### config.mk
export PLATFORM = sky130hd
export DESIGN_NAME = imu_spi_seq_flat
export DESIGN_NICKNAME = d
export VERILOG_FILES = /design/src/rtl/imu_spi_seq_pkg.sv /design/src/rtl/imu_spi_seq_if.sv /design/src/rtl/imu_spi_seq_int_sync.sv /design/src/rtl/imu_spi_seq.sv /design/src/flat_wrapper.sv
export SDC_FILE = /design/constraint.sdc
export NUM_CORES = 1
export LEC_CHECK = 0
export CORE_ASPECT_RATIO = 0.75
export CORE_MARGIN = 2
export CORE_UTILIZATION = 40
export CTS_CLUSTER_SIZE = 28
export DETAILED_ROUTE_END_ITERATION = 6
export SYNTH_ARGS = -nofsm -noshare
export SYNTH_HDL_FRONTEND = slang
export SYNTH_SLANG_ARGS = --single-unit
### constraint.sdc
create_clock -name clk -period 9.59 [get_ports clk]
set_clock_uncertainty 0.15 [all_clocks]
set_input_delay 2.877 -clock clk [delete_from_list [all_inputs] [get_ports clk]]
set_output_delay 2.877 -clock clk [all_outputs]
set_load 0.01 [all_outputs]
### src/rtl/imu_spi_seq_pkg.sv
// imu_spi_seq shared types and constants.
// Holds the sequencer state encoding, the sensor config table and the rate-register addresses.
package imu_spi_seq_pkg;

  typedef enum logic [2:0] {
    PWR_WAIT,
    CFG_ISSUE,
    CFG_WAIT,
    IDLE,
    RD_ISSUE,
    RD_WAIT,
    DONE
  } seq_state_t;

  localparam logic [15:0] CFG_TBL [0:3] = '{
    16'h0D02, 16'h1053, 16'h1150, 16'h1460
  };

  // With the read MSB set, these form command bytes A2..A7.
  localparam logic [6:0] RD_ADDR [0:5] = '{
    7'h22, 7'h23, 7'h24, 7'h25, 7'h26, 7'h27
  };

  localparam logic RD_CMD_MSB = 1'b1;

  function automatic logic [15:0] rd_cmd(
    input logic [6:0] addr
  );
    return {RD_CMD_MSB, addr, 8'h00};
  endfunction

endpackage

### src/rtl/imu_spi_seq_if.sv
// SPI monarch command/response bundle.
// The sequencer is the master; the monarch is the slave side.
interface imu_spi_seq_if;
  logic        spi_write_en;
  logic [15:0] wt_data;
  logic        spi_done;
  logic [15:0] rd_data;

  modport master (
    output spi_write_en,
    output wt_data,
    input  spi_done,
    input  rd_data
  );

  modport slave (
    input  spi_write_en,
    input  wt_data,
    output spi_done,
    output rd_data
  );
endinterface

### src/rtl/imu_spi_seq_int_sync.sv
// Two-flop synchronizer for the sensor interrupt pin.
// Rise pulse is registered: pin rise to pulse is three cycles.
module int_sync (
  input  logic clk,
  input  logic rst,
  input  logic async_in,
  output logic rise
);
  logic s1;
  logic s2;
  logic s2_d;

  always_ff @(posedge clk or posedge rst) begin
    if (rst) begin
      s1   <= 1'b0;
      s2   <= 1'b0;
      s2_d <= 1'b0;
      rise <= 1'b0;
    end else begin
      s1   <= async_in;
      s2   <= s1;
      s2_d <= s2;
      rise <= s2 & ~s2_d;
    end
  end
endmodule

### src/rtl/imu_spi_seq.sv
// IMU SPI sequencer: programs sensor config after power-up,
// then reads pitch/roll/yaw rates on each data-ready interrupt.
module imu_spi_seq
  import imu_spi_seq_pkg::*;
#(
  parameter logic [15:0] INIT_WAIT = 16'hFFFF
) (
  input  logic                clk,
  input  logic                rst,
  input  logic                INT,
  imu_spi_seq_if.master       spi,
  output logic                init_done,
  output logic [15:0]         ptch_rt,
  output logic [15:0]         roll_rt,
  output logic [15:0]         yaw_rt,
  output logic                vld
);

  seq_state_t  state;
  seq_state_t  state_nxt;
  logic [15:0] cnt;
  logic [2:0]  idx;
  logic        pend;
  logic        done_q;
  logic        comp;
  logic        int_rise;
  logic        cnt_hit;
  logic        last_cfg;
  logic        last_rd;
  logic        start_rd;
  logic [7:0]  rbuf [0:5];

  int_sync u_int_sync (
    .clk      (clk),
    .rst      (rst),
    .async_in (INT),
    .rise     (int_rise)
  );

  // Edge, not level: a done left high from the last transfer is stale.
  assign comp     = spi.spi_done & ~done_q;
  assign cnt_hit  = ({1'b0, cnt} + 17'd1) >= {1'b0, INIT_WAIT};
  assign last_cfg = (idx == 3'd3);
  assign last_rd  = (idx == 3'd5);
  assign start_rd = int_rise | pend;

  always_ff @(posedge clk or posedge rst) begin
    if (rst) state <= PWR_WAIT;
    else     state <= state_nxt;
  end

  always_comb begin
    state_nxt = state;
    unique case (state)
      PWR_WAIT:  if (cnt_hit) state_nxt = CFG_ISSUE;
      CFG_ISSUE: state_nxt = CFG_WAIT;
      CFG_WAIT:
        if (comp) state_nxt = last_cfg ? IDLE : CFG_ISSUE;
      IDLE:      if (start_rd) state_nxt = RD_ISSUE;
      RD_ISSUE:  state_nxt = RD_WAIT;
      RD_WAIT:
        if (comp) state_nxt = last_rd ? DONE : RD_ISSUE;
      DONE:      state_nxt = IDLE;
      default:   state_nxt = PWR_WAIT;
    endcase
  end

  always_ff @(posedge clk or posedge rst) begin
    if (rst) begin
      cnt              <= '0;
      idx              <= '0;
      pend             <= 1'b0;
      done_q           <= 1'b0;
      init_done        <= 1'b0;
      vld              <= 1'b0;
      ptch_rt          <= '0;
      roll_rt          <= '0;
      yaw_rt           <= '0;
      spi.spi_write_en <= 1'b0;
      spi.wt_data      <= '0;
      for (int i = 0; i < 6; i++) rbuf[i] <= '0;
    end else begin
      done_q           <= spi.spi_done;
      spi.spi_write_en <= 1'b0;
      vld              <= 1'b0;
      // Edges outside IDLE are held one deep; IDLE consumes them.
      if (init_done && int_rise && state != IDLE)
        pend <= 1'b1;
      unique case (state)
        PWR_WAIT: cnt <= cnt + 16'd1;
        CFG_ISSUE: begin
          spi.spi_write_en <= 1'b1;
          spi.wt_data      <= CFG_TBL[idx[1:0]];
        end
        CFG_WAIT: begin
          if (comp) begin
            idx <= last_cfg ? 3'd0 : idx + 3'd1;
            if (last_cfg) init_done <= 1'b1;
          end
        end
        IDLE: if (start_rd) pend <= 1'b0;
        RD_ISSUE: begin
          spi.spi_write_en <= 1'b1;
          spi.wt_data      <= rd_cmd(RD_ADDR[idx]);
        end
        RD_WAIT: begin
          if (comp) begin
            rbuf[idx] <= spi.rd_data[7:0];
            idx       <= idx + 3'd1;
          end
        end
        DONE: begin
          idx     <= '0;
          vld     <= 1'b1;
          ptch_rt <= {rbuf[1], rbuf[0]};
          roll_rt <= {rbuf[3], rbuf[2]};
          yaw_rt  <= {rbuf[5], rbuf[4]};
        end
        default: ;
      endcase
    end
  end

endmodule

### src/flat_wrapper.sv
// flat-port wrapper written by rule: the top's interface ports become plain ports
module imu_spi_seq_flat import imu_spi_seq_pkg::*;
#(
  parameter logic [15:0] INIT_WAIT = 16'hFFFF
)
  (clk, rst, INT, init_done, ptch_rt, roll_rt, yaw_rt, vld, spi_spi_write_en, spi_wt_data, spi_spi_done, spi_rd_data);
  imu_spi_seq_if spi_i ();
  input  logic clk;
  input  logic rst;
  input  logic INT;
  output logic init_done;
  output logic [15:0] ptch_rt;
  output logic [15:0] roll_rt;
  output logic [15:0] yaw_rt;
  output logic vld;
  output wire logic [$bits(spi_i.spi_write_en)-1:0] spi_spi_write_en;
  output wire logic [$bits(spi_i.wt_data)-1:0] spi_wt_data;
  input wire logic [$bits(spi_i.spi_done)-1:0] spi_spi_done;
  input wire logic [$bits(spi_i.rd_data)-1:0] spi_rd_data;
  assign spi_spi_write_en = spi_i.spi_write_en;
  assign spi_wt_data = spi_i.wt_data;
  assign spi_i.spi_done = spi_spi_done;
  assign spi_i.rd_data = spi_rd_data;
  imu_spi_seq #(.INIT_WAIT(INIT_WAIT)) u_core (.clk(clk), .rst(rst), .INT(INT), .spi(spi_i), .init_done(init_done), .ptch_rt(ptch_rt), .roll_rt(roll_rt), .yaw_rt(yaw_rt), .vld(vld));
endmodule
==> impl_results.md, run 1 <==
* Pleak at 3.50 nW
* Clk pin slew, worst setup/hold paths at 0.06 ns
* Mean area per synthesized cell at 13.2 µm²
* Sw Share at 30.8%
* Share of the synthesized area in the top cell type at 58.5%
* Postcts setup bufs at 0
* P_int at 1.42 mW
* Seq cells post-synth at 137
* Setup crit end kind: flop
* Critical path required time at 9.74 ns
* Worst setup path class: in -> reg
* Vias in the first global route at 3673
* Final Critical Period at 4.55 ns
* Number of synthesized flops with an enable pin at 0
* Worst-Skew Late Latency at 0.42 ns
* CTS tree: yes
* Slew @ Worst Pin at 0.984 ns
* Vias at 3646
* Max_slew headroom at 34.4%
* Post-Syn Instances at 443
* Total CTS buffers at 17
* Cell area after synthesis at 5860 µm²
* Tcrit/Tclk final at 47.5%
* Area delta synth->final at 25.8%
* Outcome: finished, final reports clean
* Drt initial violations at 261
* Hold Fails Final Rpt at 0
* Routed WL at 11700 µm
* Routability congestion estimate at 0.846
* PortBufs at 74
* Hold Worst Slack at 0.233 ns
* First-pass GRT wire length at 19100 µm
* CP Launch Type: input port
* Fin nets at 542
* Top post-synthesis cells by area: dfrtp_1 58%, mux2_2 18%, ha_1 1.7%
* Clock Path Buffers at 2
* RSZ-0062 raised after global routing: no
* Setup violations, final at 0
* Die Height at 109 µm
* Area leader, netlist: dfrtp_1
* Combinational share of power at 24.8%
* Num rows at 38
* HPWL Detailed at 7770 µm
* Primary FF master, synth: dfrtp_1
* Final antenna diode count at 0
* Register area share after synthesis at 58.5%
* Synth warnings at 0
* Per-cell routed wire length at 16.1 µm
* Core area at 14400 µm²
* Hold Buf Count CTS at 0
* Via/cell ratio at 5.02
* Asr flop ratio synth at 100%
* Post_cts resized at 0
* Placed Cells at 695
* CTS root buf: clkbuf_16
* Layout cell share with drive strength beyond 1 at 27.1%
* Yosys cell types at 53
* Antenna violations before repair at 0
* Worst Hold Class: reg -> reg
* Seq pwr share at 40.0%
* Die width at 144 µm
* Most frequent cells in the layout: 137 x dfrtp_1, 94 x mux2_2, 74 x clkdlybuf4s50_1
* Largest net degree at the start of global routing at 81
* Crit-path max FO at 8
* Peak supply drop at 0.150 mV
* Power Dens Cells at 279 nW/µm²
* Residual DRC at 0
* Max-Cap Viols at 0
* Worst endpoint data arrival time at 4.70 ns
* GRT Total Usage at 16.1%
* ANT nets after route at 0
* FMAX at 220 MHz
* Initial core utilization at 40.7%
* Most common cell after layout, fill and taps aside: dfrtp_1
* Clock power frac at 35.2%
* Clock Sinks at 137
* Sw power at 633 µW
* Boundary pin count at 87
* Slew Limit Fails at 0
* Setup TNS at 0 ns
* Die area at 15700 µm²
* Drt first pass iters at 4
* Non-Filler Instances at 727
* CTS H-Tree Depth at 4
* GR Overflow Total at 0
area by class of cell:
cell class                 count  area (µm²)
fill                        1271        7030
inverter                      10        42.5
clock inverter                14         219
timing repair buffer          77         763
multi-input combinational    271        2230
clock buffer                  18         439
sequential                   137        3430
tap                          200         250
metrics by stage:
| step | instance area, µm² | total power, mW | util (%) | setup WS, ns |
|---|---|---|---|---|
| after floorplan | 5880 | 1.16 | - | 2.90 |
| after global placement | 6720 | 1.33 | 46.6 | 4.64 |
| after detailed placement | 6720 | 1.34 | 46.6 | 4.60 |
| after CTS | 7380 | 2.07 | 51.2 | 5.04 |
| after global routing | 7380 | 2.17 | 51.2 | 4.84 |
| final | 7380 | 2.06 | 51.2 | 5.04 |
cell usage after synthesis (all sizes together), types with 2 or more instances:
| master | number |
|---|---|
| dfrtp | 137 |
| nor4 | 2 |
| nor3 | 6 |
| xnor2 | 11 |
| a22o | 2 |
| inv | 10 |
| nand4 | 8 |
| a211o | 2 |
| o21ai | 21 |
| ha | 8 |
| buf | 25 |
| a31oi | 3 |
| and2b | 3 |
| mux2 | 96 |
| nor2b | 2 |
| clkbuf | 3 |
| nand2 | 28 |
| nand2b | 3 |
| a21oi | 9 |
| nand4b | 2 |
| nor2 | 22 |
| and3 | 3 |
| xor2 | 6 |
| a22oi | 5 |
| nand3 | 9 |
metal layers:
| metal | vias up | track usage, % | wire length, µm |
|---|---|---|---|
| met5 | - | 0 | 0 |
| li1 | 1695 | - | - |
| met4 | 0 | 6.86 | 177 |
| met2 | 84 | 23.2 | 5180 |
| met3 | 17 | 3.73 | 499 |
| met1 | 1850 | 23.5 | 5840 |
path summary, 6_finish.rpt:
check / from / end / slack, ns / cells past startpoint
max: spi_spi_done / u_core.rbuf[3] / 5.04 / 5
min: u_core.u_int_sync.s1 / u_core.u_int_sync.s2 / 0.23 / 0
max reg2reg: u_core.state[2] / u_core.rbuf[3] / 7.24 / 4
min in group asynchronous: rst / u_core.u_int_sync.s1 / 2.73 / 2
min reg2reg: u_core.u_int_sync.s1 / u_core.u_int_sync.s2 / 0.23 / 0
max in group asynchronous: rst / u_core.roll_rt[2] / 5.17 / 3
flip-flops by register name, summed over array words and instances, names as in the netlist:
signal                   flops
u_core.done_q                1
u_core.rbuf                 48
u_core.ptch_rt              16
u_core.cnt                  16
u_core.yaw_rt               16
u_core.spi.wt_data          10
u_core.state                 3
u_core.idx                   3
u_core.u_int_sync.rise       1
u_core.roll_rt              16
u_core.init_done             1
u_core.u_int_sync.s2_d       1
u_core.u_int_sync.s2         1
u_core.spi.spi_write_en      1
u_core.u_int_sync.s1         1
u_core.vld                   1
u_core.pend                  1
logic make-up (layout without fill, tap and decap cells):
kind of cell,after synthesis,count (layout),synth area share [%]
flip-flops,137,137,58.5
multiplexers,96,96,18.4
AND/OR/NAND/NOR,91,91,9.05
AO/OA/AOI/OAI,55,55,6.08
buffers and inverters,38,119,3.67
XOR/XNOR,17,17,2.54
adder cells (fa/ha/maj),8,8,1.71
other,1,4,0.0639
power groups by stage:
stage          sequential, mW  clock (mW)  combinational, mW
3_3_place_gp            0.827           0              0.501
6_report                0.822       0.724              0.511
2_1_floorplan           0.788           0              0.374
4_1_cts                 0.823       0.735              0.516
5_1_grt                 0.844       0.761              0.565
3_5_place_dp            0.831           0              0.512
worst max-delay path, stage by stage:
cell             delay, ns
clkdlybuf4s50_1       0.56
and2b_1               0.25
and3_1                0.42
nand3_4               0.21
mux2_1                0.38
No activity file was read; power rests on OpenSTA's default activity.
==> run 2: changes to the inputs <==
==> constraint.sdc (replaced) <==
create_clock -name clk -period 4 [get_ports clk]
set_clock_uncertainty 0.15 [all_clocks]
set_input_delay 1.2 -clock clk [delete_from_list [all_inputs] [get_ports clk]]
set_output_delay 1.2 -clock clk [all_outputs]
set_load 0.01 [all_outputs]
==> impl_results.md, run 2 (synthesis results as in run 1) <==
* Fillers at 1229 (-3.3%)
* Postcts setup bufs at 0 (unchanged)
* Combinational share of power at 26.3% (+1.5 points)
* Worst path max stage delay at 0.55 ns (about the same)
* Largest net degree at the start of global routing at 138 (+70%)
* Die area at 15700 µm² (unchanged)
* Die Height at 109 µm (unchanged)
* CP Launch Type: input port
* Sw Share at 31.3% (+0.54 points)
* Peak supply drop at 0.310 mV (+110%)
* Top Family by Delay on Critical Path: simple AND/OR/NAND/NOR gates
* Max-Cap Viols at 0 (unchanged)
* Die width at 144 µm (unchanged)
* RSZ-0062 raised after global routing: no
* PortBufs at 74 (unchanged)
* Drt initial violations at 161 (-38%)
* Top reg by flops: u_core.rbuf
* Cells on worst reg2reg path at 4 (unchanged)
* First-pass GRT wire length at 18900 µm (-0.83%)
* Worst path bufs/invs at 1 (unchanged)
* WL met2 at 4910 µm (-5.2%)
* Num rows at 38 (unchanged)
* Slew Limit Fails at 0 (unchanged)
* Clk pin slew, worst setup/hold paths at 0.06 ns (about the same)
* Drt first pass iters at 4 (unchanged)
* Hold Fails Final Rpt at 0 (unchanged)
* ANT nets after route at 0 (unchanged)
* Per-cell routed wire length at 15.7 µm (-2.2%)
* Routability congestion estimate at 0.827 (-2.2%)
* Residual DRC at 0 (unchanged)
* Placed Cells at 696 (+0.14%)
* Final antenna diode count at 0 (unchanged)
* Max FFs per register at 48 (unchanged)
* Setup violations, final at 0 (unchanged)
* Antenna violations before repair at 0 (unchanged)
* Wl on met1 at 5920 µm (+1.3%)
* Clock Path Buffers at 2 (unchanged)
* Area delta synth->final at 25.1%
* Crit-path max FO at 8 (unchanged)
* Layout cell share with drive strength beyond 1 at 27.1% (-0.051 points)
* HPWL Detailed at 7590 µm (-2.4%)
* Levels on crit path at 5 (unchanged)
* Setup crit end kind: flop
* Worst endpoint data arrival time at 2.99 ns (-1.71 ns)
* Non-Filler Instances at 728 (+0.14%)
* Most common cell after layout, fill and taps aside: dfrtp_1
* Hold depth at 0 (unchanged)
* Vias at 3611 (-0.96%)
* CTS root buf: clkbuf_16
* Final Critical Period at 2.85 ns
* Worst Hold Class: reg -> reg
* Worst-Skew Late Latency at 0.41 ns (about the same)
* Critical path required time at 4.14 ns (-5.60 ns)
* Fin nets at 543 (+0.18%)
* Routed WL at 11500 µm (-2.1%)
* Clock power frac at 33.0% (-2.2 points)
* GR Overflow Total at 0 (unchanged)
* Worst-path cell chain: clkdlybuf4s50_1 > and2b_1 > and3_1 > nand3_4 > mux2_2
* Outcome: finished, final reports clean
* Tcrit/Tclk final at 71.3%
* Sw power at 1.49 mW (+140%)
* Initial core utilization at 40.7% (unchanged)
* P_int at 3.28 mW (+130%)
* Hold Buf Count CTS at 0 (unchanged)
* Via/cell ratio at 4.96 (-1.1%)
* FMAX at 351 MHz
* Vias in the first global route at 3611 (-1.7%)
* Boundary pin count at 87 (unchanged)
* CTS H-Tree Depth at 4 (unchanged)
* Post_cts resized at 0 (unchanged)
* Seq pwr share at 40.7% (+0.7 points)
* GRT Total Usage at 15.9% (-0.27 points)
* Max_slew headroom at 50.7% (+16 points)
* Critical-path top delay cell: clkdlybuf4s50_1
* Slew @ Worst Pin at 0.740 ns (-0.244 ns)
* WL met3 at 472 µm (-5.4%)
* Post-route cell area at 7340 µm² (-0.53%)
* Total CTS buffers at 17 (unchanged)
* Worst setup path class: in -> reg
* Most frequent cells in the layout: 137 x dfrtp_1, 94 x mux2_2, 74 x clkdlybuf4s50_1
* Power Dens Cells at 650 nW/µm² (+130%)
* Placed Instance Area at 6740 µm² (+0.28%)
* CTS tree: yes
* Setup TNS at 0 ns (unchanged)
* Pleak at 3.47 nW (-0.71%)
* Max Used Layer: met4
* Clock Sinks at 137 (unchanged)
* Core area at 14400 µm² (unchanged)
==> run 2: changes by cell type in the layout (fill, tap and decap cells not counted), sizes merged <==
cell and delta:
buf +1, clkinvlp +2, inv -1, bufinv -2, clkinv +1
==> run 2: metrics by stage <==
stage	total power, mW	hold WS, ns	utilization [%]	setup slack, ns
floorplan	2.79	0.181	-	0.943
global placement	3.20	0.187	46.8	0.757
detailed placement	3.23	0.189	46.8	0.725
CTS	4.82	0.202	50.9	1.16
global route	5.07	0.228	50.9	1.08
finish	4.77	0.200	50.9	1.15
==> run 2: cell type report <==
cell class,count,area (µm²),share of cell area [%]
Clock buffer,18,429,5.85
Clock inverter,14,171,2.34
Inverter,10,41.3,0.563
Multi-Input combinational cell,271,2230,30.5
Sequential cell,137,3430,46.7
Tap cell,200,250,3.41
Timing Repair Buffer,78,783,10.7
==> run 2: power groups by stage <==
stage / sequential, mW / clock (mW) / combinational, mW
global placement: 1.96 / 0 / 1.24
finish: 1.94 / 1.57 / 1.25
global route: 1.99 / 1.68 / 1.39
detailed placement: 1.97 / 0 / 1.26
floorplan: 1.89 / 0 / 0.898
CTS: 1.94 / 1.61 / 1.27
==> run 2: final timing paths <==
kind / from / to / slack [ns]
hold / removal: u_core.u_int_sync.s1 / u_core.u_int_sync.s2 / 0.20
min in group asynchronous: rst / u_core.ptch_rt[0] / 1.17
max in group asynchronous: rst / u_core.rbuf[16] / 1.96
setup reg to reg: u_core.state[0] / u_core.yaw_rt[15] / 1.37
setup / recovery: spi_spi_done / u_core.rbuf[19] / 1.15
hold reg to reg: u_core.u_int_sync.s1 / u_core.u_int_sync.s2 / 0.20
==> run 2: per-layer routing <==
layer  GRT usage (%)  vias up
li1                -     1702
met1            23.5     1821
met2            22.3       74
met3            4.39       14
met4            5.53        0
met5               0        -
==> run 3: changes to the inputs <==
==> constraint.sdc (replaced) <==
create_clock -name clk -period 2.3 [get_ports clk]
set_clock_uncertainty 0.15 [all_clocks]
set_input_delay 0.69 -clock clk [delete_from_list [all_inputs] [get_ports clk]]
set_output_delay 0.69 -clock clk [all_outputs]
set_load 0.01 [all_outputs]
==> impl_results.md, run 3 (synthesis results as in run 1) <==
* Num rows at 38 (unchanged)
* Worst Hold Class: reg -> reg
* ANT nets after route at 0 (unchanged)
* Combinational share of power at 28.2% (+1.9 points)
* Slew Limit Fails at 0 (unchanged)
* Worst path max stage delay at 0.56 ns (about the same)
* Crit-path max FO at 2 (-6)
* RSZ-0062 raised after global routing: no
* Routed WL at 11400 µm (-0.86%)
* Setup crit end kind: output port
* Outcome: finished, final reports clean
* Final antenna diode count at 0 (unchanged)
* Critical path required time at 1.46 ns (-2.68 ns)
* Clock Path Buffers at 2 (unchanged)
* Worst path bufs/invs at 1 (unchanged)
* Final Critical Period at 2.19 ns
* Peak supply drop at 0.457 mV (+47%)
* Clock power frac at 32.3% (-0.7 points)
* Power Dens Cells at 1120 nW/µm² (+72%)
* Tcrit/Tclk final at 95.4%
* Initial core utilization at 40.7% (unchanged)
* Power after layout at 8.30 mW (+74%)
* Placed Instance Area at 6820 µm² (+1.3%)
* Hold depth at 0 (unchanged)
* Vias in the first global route at 3481 (-3.6%)
* FMAX at 456 MHz
* Levels on crit path at 1 (-4)
* Postcts setup bufs at 0 (unchanged)
* Sw power at 2.60 mW (+74%)
* Sw Share at 31.3% (about the same)
* Setup violations, final at 0 (unchanged)
* Worst-path cell chain: clkdlybuf4s50_1
* Most common cell after layout, fill and taps aside: dfrtp_1
* Non-Filler Instances at 736 (+1.1%)
* Drt initial violations at 247 (+53%)
* CTS tree: yes
* Total CTS buffers at 17 (unchanged)
* Per-cell routed wire length at 15.4 µm (-1.9%)
* Critical-path top delay cell: clkdlybuf4s50_1
* CTS root buf: clkbuf_16
* Drt first pass iters at 4 (unchanged)
* Boundary pin count at 87 (unchanged)
* Clock Sinks at 137 (unchanged)
* Pleak at 3.52 nW (+1.3%)
* Via/cell ratio at 4.95 (-0.29%)
* Top reg by flops: u_core.rbuf
* R2r setup slk at 0.22 ns (-1.15 ns)
* Worst setup path class: reg -> out
* Max-Cap Viols at 0 (unchanged)
* Placed Cells at 704 (+1.1%)
* Antenna violations before repair at 0 (unchanged)
* HPWL Detailed at 7660 µm (+1.0%)
* CP Launch Type: flop
* Fin nets at 551 (+1.5%)
* Die Height at 109 µm (unchanged)
* Most frequent cells in the layout: 137 x dfrtp_1, 94 x mux2_2, 74 x clkdlybuf4s50_1
* Largest net degree at the start of global routing at 71 (-49%)
* Max FFs per register at 48 (unchanged)
* CTS H-Tree Depth at 4 (unchanged)
* Worst endpoint data arrival time at 1.35 ns (-1.64 ns)
* Hold Fails Final Rpt at 0 (unchanged)
* Seq pwr share at 39.5% (-1.2 points)
* Top Family by Delay on Critical Path: buffers and inverters
* Clk pin slew, worst setup/hold paths at 0.06 ns (about the same)
* P_int at 5.70 mW (+74%)
* Routability congestion estimate at 0.809 (-2.2%)
* Hold Worst Slack at 0.204 ns (+0.00439 ns)
* Residual DRC at 0 (unchanged)
* Worst-Skew Late Latency at 0.40 ns (about the same)
* PortBufs at 74 (unchanged)
* Die area at 15700 µm² (unchanged)
* Cells on worst reg2reg path at 6 (+2)
* Area delta synth->final at 26.6%
* GRT Total Usage at 15.7% (-0.21 points)
* GR Overflow Total at 0 (unchanged)
* Vias at 3640 (+0.80%)
* Core area at 14400 µm² (unchanged)
* First-pass GRT wire length at 18700 µm (-1.5%)
* Die width at 144 µm (unchanged)
* Layout cell share with drive strength beyond 1 at 28.5% (+1.5 points)
* Post-route cell area at 7420 µm² (+1.1%)
## run 3: power by group through the flow
stage               combinational [mW]  sequential (mW)  clock [mW]
finish                            2.34             3.28        2.68
global route                      2.61             3.36        2.87
CTS                               2.37             3.28        2.76
floorplan                         1.56             3.29           0
detailed placement                2.36             3.32           0
global placement                  2.31             3.30           0
## run 3: layer usage
metal | wire length (µm) | global-route usage [%] | up-vias
met5 | 0 | 0 | -
met4 | 85 | 4.41 | 0
met3 | 509 | 4.92 | 5
met2 | 4860 | 21.2 | 68
met1 | 5910 | 24.0 | 1849
li1 | - | - | 1718
## run 3: cell type report
cell class | count | area (µm²)
Clock buffer | 19 | 453
Clock inverter | 13 | 144
Fill cell | 1242 | 6980
Inverter | 10 | 41.3
Multi-Input combinational cell | 271 | 2240
Sequential cell | 137 | 3430
Tap cell | 200 | 250
Timing Repair Buffer | 86 | 868
## run 3: per-stage QoR
stage | setup TNS (ns) | utilization, % | worst slack (ns)
after floorplan | -33.86 | - | -0.247
after global placement | -9.15 | 47.4 | -0.245
after detailed placement | -10.22 | 47.4 | -0.275
after CTS | 0 | 51.5 | 0.0902
after global routing | 0 | 51.5 | 0.0512
final | 0 | 51.5 | 0.106
## run 3: what timing repair did
item | CTS | global route
endpoints found under the hold margin | 0 | 0
gates resized for setup | 0 | 1
endpoints found under the setup margin | 0 | 1
hold buffers | 0 | 0
## run 3: path summary, 6_finish.rpt
path	end	startpoint
hold reg to reg	u_core.u_int_sync.s2	u_core.u_int_sync.s1
max in group asynchronous	u_core.cnt[9]	rst
hold / removal	u_core.u_int_sync.s2	u_core.u_int_sync.s1
min in group asynchronous	u_core.ptch_rt[0]	rst
setup reg to reg	u_core.state[0]	u_core.cnt[1]
setup / recovery	yaw_rt[13]	u_core.yaw_rt[13]
